## src/rtl/mul_rs.sv

```systemverilog
// rtl/mul_rs.sv - multiply reservation station and execution unit
// Holds UMUL/SMUL(cc) ops until operands resolve via CDB, issues one product per cycle.
module mul_rs #(
   parameter int         NUM_ENTRIES = 4,
   parameter logic [4:0] TAG_BASE    = 5'd8,
   parameter logic [4:0] INVALID_TAG = 5'b11111
) (
   input  logic        clk,
   input  logic        reset,
   input  logic        in_rs_enable,
   input  logic [4:0]  in_operator_type,
   input  logic [31:0] in_val_1,
   input  logic [31:0] in_val_2,
   input  logic [4:0]  in_tag_1,
   input  logic [4:0]  in_tag_2,
   input  logic        in_CDB_broadcast,
   input  logic [4:0]  in_CDB_tag,
   input  logic [31:0] in_CDB_val,
   input  logic [31:0] in_Y_val,
   output logic        out_rs_enable,
   output logic [4:0]  out_rs_tag,
   output logic        out_CDB_broadcast,
   output logic [4:0]  out_CDB_tag,
   output logic [31:0] out_CDB_val,
   output logic [31:0] out_Y_val,
   output logic [3:0]  out_ICC_flags
);

   localparam int IW = (NUM_ENTRIES > 1) ? $clog2(NUM_ENTRIES) : 1;

   logic [NUM_ENTRIES-1:0] r_busy;
   logic [4:0]             r_op   [NUM_ENTRIES];
   logic [31:0]            r_val1 [NUM_ENTRIES];
   logic [4:0]             r_tag1 [NUM_ENTRIES];
   logic [31:0]            r_val2 [NUM_ENTRIES];
   logic [4:0]             r_tag2 [NUM_ENTRIES];

   logic        r_out_bcast;
   logic [4:0]  r_out_tag;
   logic [31:0] r_out_val;
   logic [31:0] r_out_y;
   logic [3:0]  r_out_flags;

   logic          w_any_free;
   logic [IW-1:0] w_free_idx;
   logic          w_any_ready;
   logic [IW-1:0] w_iss_idx;
   logic [4:0]    w_iss_op;
   logic [63:0]   w_ext_a;
   logic [63:0]   w_ext_b;
   logic [63:0]   w_prod;
   logic          w_supported;
   logic [31:0]   w_in_val1;
   logic [4:0]    w_in_tag1;
   logic [31:0]   w_in_val2;
   logic [4:0]    w_in_tag2;

   // Descending scan so the lowest index wins for both free and ready selection.
   always_comb begin
      w_any_free  = 1'b0;
      w_free_idx  = '0;
      w_any_ready = 1'b0;
      w_iss_idx   = '0;
      for (int i = NUM_ENTRIES - 1; i >= 0; i--) begin
         if (!r_busy[i]) begin
            w_any_free = 1'b1;
            w_free_idx = IW'(i);
         end
         if (r_busy[i] && r_tag1[i] == INVALID_TAG && r_tag2[i] == INVALID_TAG) begin
            w_any_ready = 1'b1;
            w_iss_idx   = IW'(i);
         end
      end
   end

   assign out_rs_enable = w_any_free;
   assign out_rs_tag    = w_any_free ? TAG_BASE + 5'(w_free_idx) : INVALID_TAG;

   // Sign- or zero-extend to 64 bits; the low 64 bits of the product are exact either way.
   assign w_iss_op    = r_op[w_iss_idx];
   assign w_ext_a     = w_iss_op[0] ? {{32{r_val1[w_iss_idx][31]}}, r_val1[w_iss_idx]}
                                    : {32'b0, r_val1[w_iss_idx]};
   assign w_ext_b     = w_iss_op[0] ? {{32{r_val2[w_iss_idx][31]}}, r_val2[w_iss_idx]}
                                    : {32'b0, r_val2[w_iss_idx]};
   assign w_prod      = w_ext_a * w_ext_b;
   assign w_supported = (w_iss_op[3:1] == 3'b101);

   assign w_in_val1 = (in_CDB_broadcast && in_tag_1 != INVALID_TAG && in_tag_1 == in_CDB_tag)
                      ? in_CDB_val : in_val_1;
   assign w_in_tag1 = (in_CDB_broadcast && in_tag_1 == in_CDB_tag) ? INVALID_TAG : in_tag_1;
   assign w_in_val2 = (in_CDB_broadcast && in_tag_2 != INVALID_TAG && in_tag_2 == in_CDB_tag)
                      ? in_CDB_val : in_val_2;
   assign w_in_tag2 = (in_CDB_broadcast && in_tag_2 == in_CDB_tag) ? INVALID_TAG : in_tag_2;

   always_ff @(posedge clk or posedge reset) begin
      if (reset) begin
         r_busy      <= '0;
         r_out_bcast <= 1'b0;
         r_out_tag   <= INVALID_TAG;
         r_out_val   <= '0;
         r_out_y     <= '0;
         r_out_flags <= '0;
         for (int i = 0; i < NUM_ENTRIES; i++) begin
            r_op[i]   <= '0;
            r_val1[i] <= '0;
            r_tag1[i] <= INVALID_TAG;
            r_val2[i] <= '0;
            r_tag2[i] <= INVALID_TAG;
         end
      end else begin
         r_out_bcast <= w_any_ready;
         if (w_any_ready) begin
            r_out_tag <= TAG_BASE + 5'(w_iss_idx);
            if (w_supported) begin
               r_out_val   <= w_prod[31:0];
               r_out_y     <= w_prod[63:32];
               r_out_flags <= w_iss_op[4] ? {w_prod[31], (w_prod[31:0] == 32'd0), 2'b00} : 4'b0000;
            end else begin
               r_out_val   <= '0;
               r_out_y     <= in_Y_val;
               r_out_flags <= 4'b0000;
            end
         end
         // Issue and allocation are disjoint: a ready entry is busy, an allocated one is free.
         for (int i = 0; i < NUM_ENTRIES; i++) begin
            if (w_any_ready && w_iss_idx == IW'(i)) begin
               r_busy[i] <= 1'b0;
            end else if (in_rs_enable && w_any_free && w_free_idx == IW'(i)) begin
               r_busy[i] <= 1'b1;
               r_op[i]   <= in_operator_type;
               r_val1[i] <= w_in_val1;
               r_tag1[i] <= w_in_tag1;
               r_val2[i] <= w_in_val2;
               r_tag2[i] <= w_in_tag2;
            end else if (r_busy[i] && in_CDB_broadcast) begin
               if (r_tag1[i] != INVALID_TAG && r_tag1[i] == in_CDB_tag) begin
                  r_val1[i] <= in_CDB_val;
                  r_tag1[i] <= INVALID_TAG;
               end
               if (r_tag2[i] != INVALID_TAG && r_tag2[i] == in_CDB_tag) begin
                  r_val2[i] <= in_CDB_val;
                  r_tag2[i] <= INVALID_TAG;
               end
            end
         end
      end
   end

   assign out_CDB_broadcast = r_out_bcast;
   assign out_CDB_tag       = r_out_tag;
   assign out_CDB_val       = r_out_val;
   assign out_Y_val         = r_out_y;
   assign out_ICC_flags     = r_out_flags;

endmodule

```

## config.mk

```make
export PLATFORM = sky130hd
export DESIGN_NAME = mul_rs
export DESIGN_NICKNAME = d
export VERILOG_FILES = /design/src/rtl/mul_rs.sv
export SDC_FILE = /design/constraint.sdc
export NUM_CORES = 2
export LEC_CHECK = 0
export ABC_AREA = 1
export CAP_MARGIN = 20
export CORE_MARGIN = 3
export CORE_UTILIZATION = 50
export DETAILED_ROUTE_END_ITERATION = 10
export PLACE_DENSITY = 0.67
export SLEW_MARGIN = 20
export SYNTH_ARGS = -nofsm -noshare
export SYNTH_HDL_FRONTEND = slang
export SYNTH_SLANG_ARGS = --single-unit
```

## constraint.sdc

```tcl
create_clock -name clk -period 15.7 [get_ports clk]
set_input_delay 1.57 -clock clk [delete_from_list [all_inputs] [get_ports clk]]
set_output_delay 1.57 -clock clk [all_outputs]
set_load 0.01 [all_outputs]
```

==> results.md <==
* Post-synthesis simple-gate area fraction at 14.4%
* Slew HR at between 10% and 20%
* Worst Setup End Kind: flip-flop
* Clock transition at path regs at 0.06 ns
* Max frequency at 0.0758 GHz
* Critical Path Source Type: flip-flop
* CP max stage delay at approximately 0.86 ns
* Final instance area at approximately 74000 um^2
* Synth Instances at 8041
* # fillers at ~12k
* Slowest cell on the critical path: fa_1
* CTS resizes at 0
* Starting DRC count in detailed routing at 4432
* Global placer's final weighted congestion at 1.01
* Total of max-cap violations at 0
* Final setup fails at 0
* WL/cell at ~23 um
* GR Layer Usage met1 at 42.8%
* Die width at 378 um
* Status: complete, no violations
* Drt total wl at 223 mm
* Post-synth EDFFs at 0
* Hold-fix buffers, CTS at 0
* Clock Latency Late Sink at 0.62 ns
* CTS sink cnt at 390
* Met2 GRT Util at roughly 50%
* Register area at 9810 um^2
* Grt peak-use layer: met2
* Commonest non-fill, non-tap cells in the layout: inv_1, fa_1, nand2_1
* DP HPWL at ~180 mm
* Layout cells sized above 1 at approximately 6.7%
* Sum Neg Setup Slack at 0 ns
* Postcts setup bufs at 0
* Remaining Overflow, GRT at 0
* Layout Nets at 9952
* Met3 usage at 7.65%
* Die Height at 378 um
* Cell Area, Placed at 72700 um^2
* Commonest non-fill, non-tap cell in the layout: inv_1
* Vias in the first global route at 57.4k
* Post-synthesis cell type count at 65
* Minimum clock period at 13.19 ns
* Worst Max-Slew Pin Slew at 1.22 ns
* Min-delay worst type: reg -> reg
* Top FF cell, synth: dfrtp_1
* CTS tree: done
* Maximum buffer depth of the clock tree at 3
* Area of the mapped netlist at 69100 um^2
* Core ar. at 136000 um^2
* ANT nets after route at 0
* GRT Total Usage at between 30% and 40%
* Starting Density at 50.7%
* Post-synthesis adder-cell area fraction at 46.7%
* Mux cell area share after synthesis at approximately 3.2%
* Final period util at 84.0%
* Root buffer cell: clkbuf_16
* Die area at 143000 um^2
* Most frequent CP cell: fa_1
* Avg Cell Area, Syn at 8.59 um^2
* P&R area growth vs syn at 7.55%
* Post-synthesis compound-gate area fraction at 7.15%
* Final clock skew at 0.0430 ns
* Post-synthesis sequential area ratio at 14.2%
* Total number of vias at 54.2k
* Crit-path max FO at 39
* Slew Limit Fails at 0
* Crit path kind: reg -> reg
* Area of the multi-input gates at 50200 um^2
* IO Count at 232
* Post-Synth XOR/XNOR Area at 1.06%
* Final worst slack at around 2.5 ns
* First-pass GRT wire length at 343 mm
* Antenna fix cells at 0
* TritonCTS Buffers at 46
* Fraction of registers with async set or reset after synthesis at 100%
* Worst Path Arrival at about 14 ns
* First-pass detailed-route iteration total at 6
* Critical Path RT at 16.13 ns
* Pin count of the biggest net entering global routing at 160
* Detail-routed via count per cell at 5.48
* DP Worst Slack at 2.57 ns
* Initial antenna violation count at 3
* Main combinational cell family by area after synthesis: adder cells
* H-tree depth reported by CTS at 2
* Drt drc at 0
* Synth Warn # at 0
* Worst path bufs/invs at 12
* Endpoints failing hold at 0
* Number of port buffers at 227
* Rows at between 100 and 150
* Yosys reg bits at 390
* CP top delay family: adder cells
* RSZ-0062 raised after global routing: false
routing by layer:
| layer | up-vias | routed length, um | part of all wire (%) |
|---|---|---|---|
| met3 | 535 | 24100 | 11 |
| met1 | 27300 | 89300 | 40 |
| met2 | 2626 | 98800 | 44 |
| met5 | - | 0 | 0 |
| met4 | 0 | 11100 | 5.0 |
| li1 | 23700 | - | - |
registers in the layout (all words and copies together) (netlist names):
| register | flops |
|---|---|
| out_ICC_flags | 2 |
| r_tag2 | 20 |
| out_CDB_val | 32 |
| r_op | 20 |
| out_CDB_broadcast | 1 |
| out_CDB_tag | 3 |
| r_busy | 4 |
| r_val2 | 128 |
| out_Y_val | 32 |
| r_tag1 | 20 |
| r_val1 | 128 |
path summary, 6_finish.rpt:
path | from | end | slack, ns | cells after the start
min reg2reg | out_CDB_tag[2] | out_CDB_tag[2] | 0.45 | 2
min in group asynchronous | reset | out_CDB_val[2] | 1.48 | 2
max reg2reg | r_tag1[17] | out_Y_val[28] | 2.51 | 39
min | out_CDB_tag[2] | out_CDB_tag[2] | 0.45 | 2
max | r_tag1[17] | out_Y_val[28] | 2.51 | 39
max in group asynchronous | reset | r_val2[88] | 12.03 | 4
cells in the mapped netlist, drive strengths merged (3+ instances only):
master      n  area (um^2)
nand2    1246         4700
o211ai     12         90.1
mux2      139         1570
a32oi      42          762
nand3b      6         45.0
o41ai       5         43.8
ha        308         3850
xnor2      26          228
clkbuf    123          463
inv      1973         7410
a211oi      3         22.5
buf       219         1300
nand4      15         93.8
nor3       28          166
o21a        7         52.6
dfstp      43         1130
o221ai      5         43.8
fa       1419        28400
a22o        8         70.1
nor2     1042         4000
o21ai     458         2330
a2111oi     4         35.0
mux2i      64          641
o22ai      18          113
a21o        3         22.5
o21bai     13         97.6
a21oi     190          951
dfrtp     347         8680
nand3      96          485
a31oi      30          188
or2        66          413
o2111ai     3         26.3
nor4        3         18.8
clkinv      4         15.0
xor2       58          508
cell type report:
type                    instances  area share [%]
clock buffers                  74            1.92
well taps                    1781            3.00
multi-input cells            5334            67.6
clock inverters                11           0.189
inverters                    1977            10.0
flip-flops and latches        390            13.2
repair buffers                324            4.09
stage by stage:
stage,instances,hold slack [ns],utilization (%)
finish,9891,0.453,54.5
global route,9891,0.484,54.5
CTS,9890,0.456,54.5
detailed placement,9805,0.447,53.3
global placement,9805,0.448,53.3
floorplan,8043,0.446,-
worst reg2reg max path: cells and delay by family (launching register included):
family	cells	cell delay, ns
AND/OR/NAND/NOR	14	3.96
adder cells (fa/ha/maj)	11	6.11
flip-flops	1	0.53
AO/OA/AOI/OAI	2	0.21
buffers and inverters	12	2.21
cells by family (layout without fill, tap and decap cells):
kind of cell	after synthesis	in the layout
adder cells (fa/ha/maj)	1727	1727
AO/OA/AOI/OAI	812	812
buffers and inverters	2319	2386
other	2	4
multiplexers	203	203
AND/OR/NAND/NOR	2504	2504
XOR/XNOR	84	84
flip-flops	390	390
Power is not shown: default switching activity piles up to over one toggle a cycle in this logic, so the estimate is an artifact.
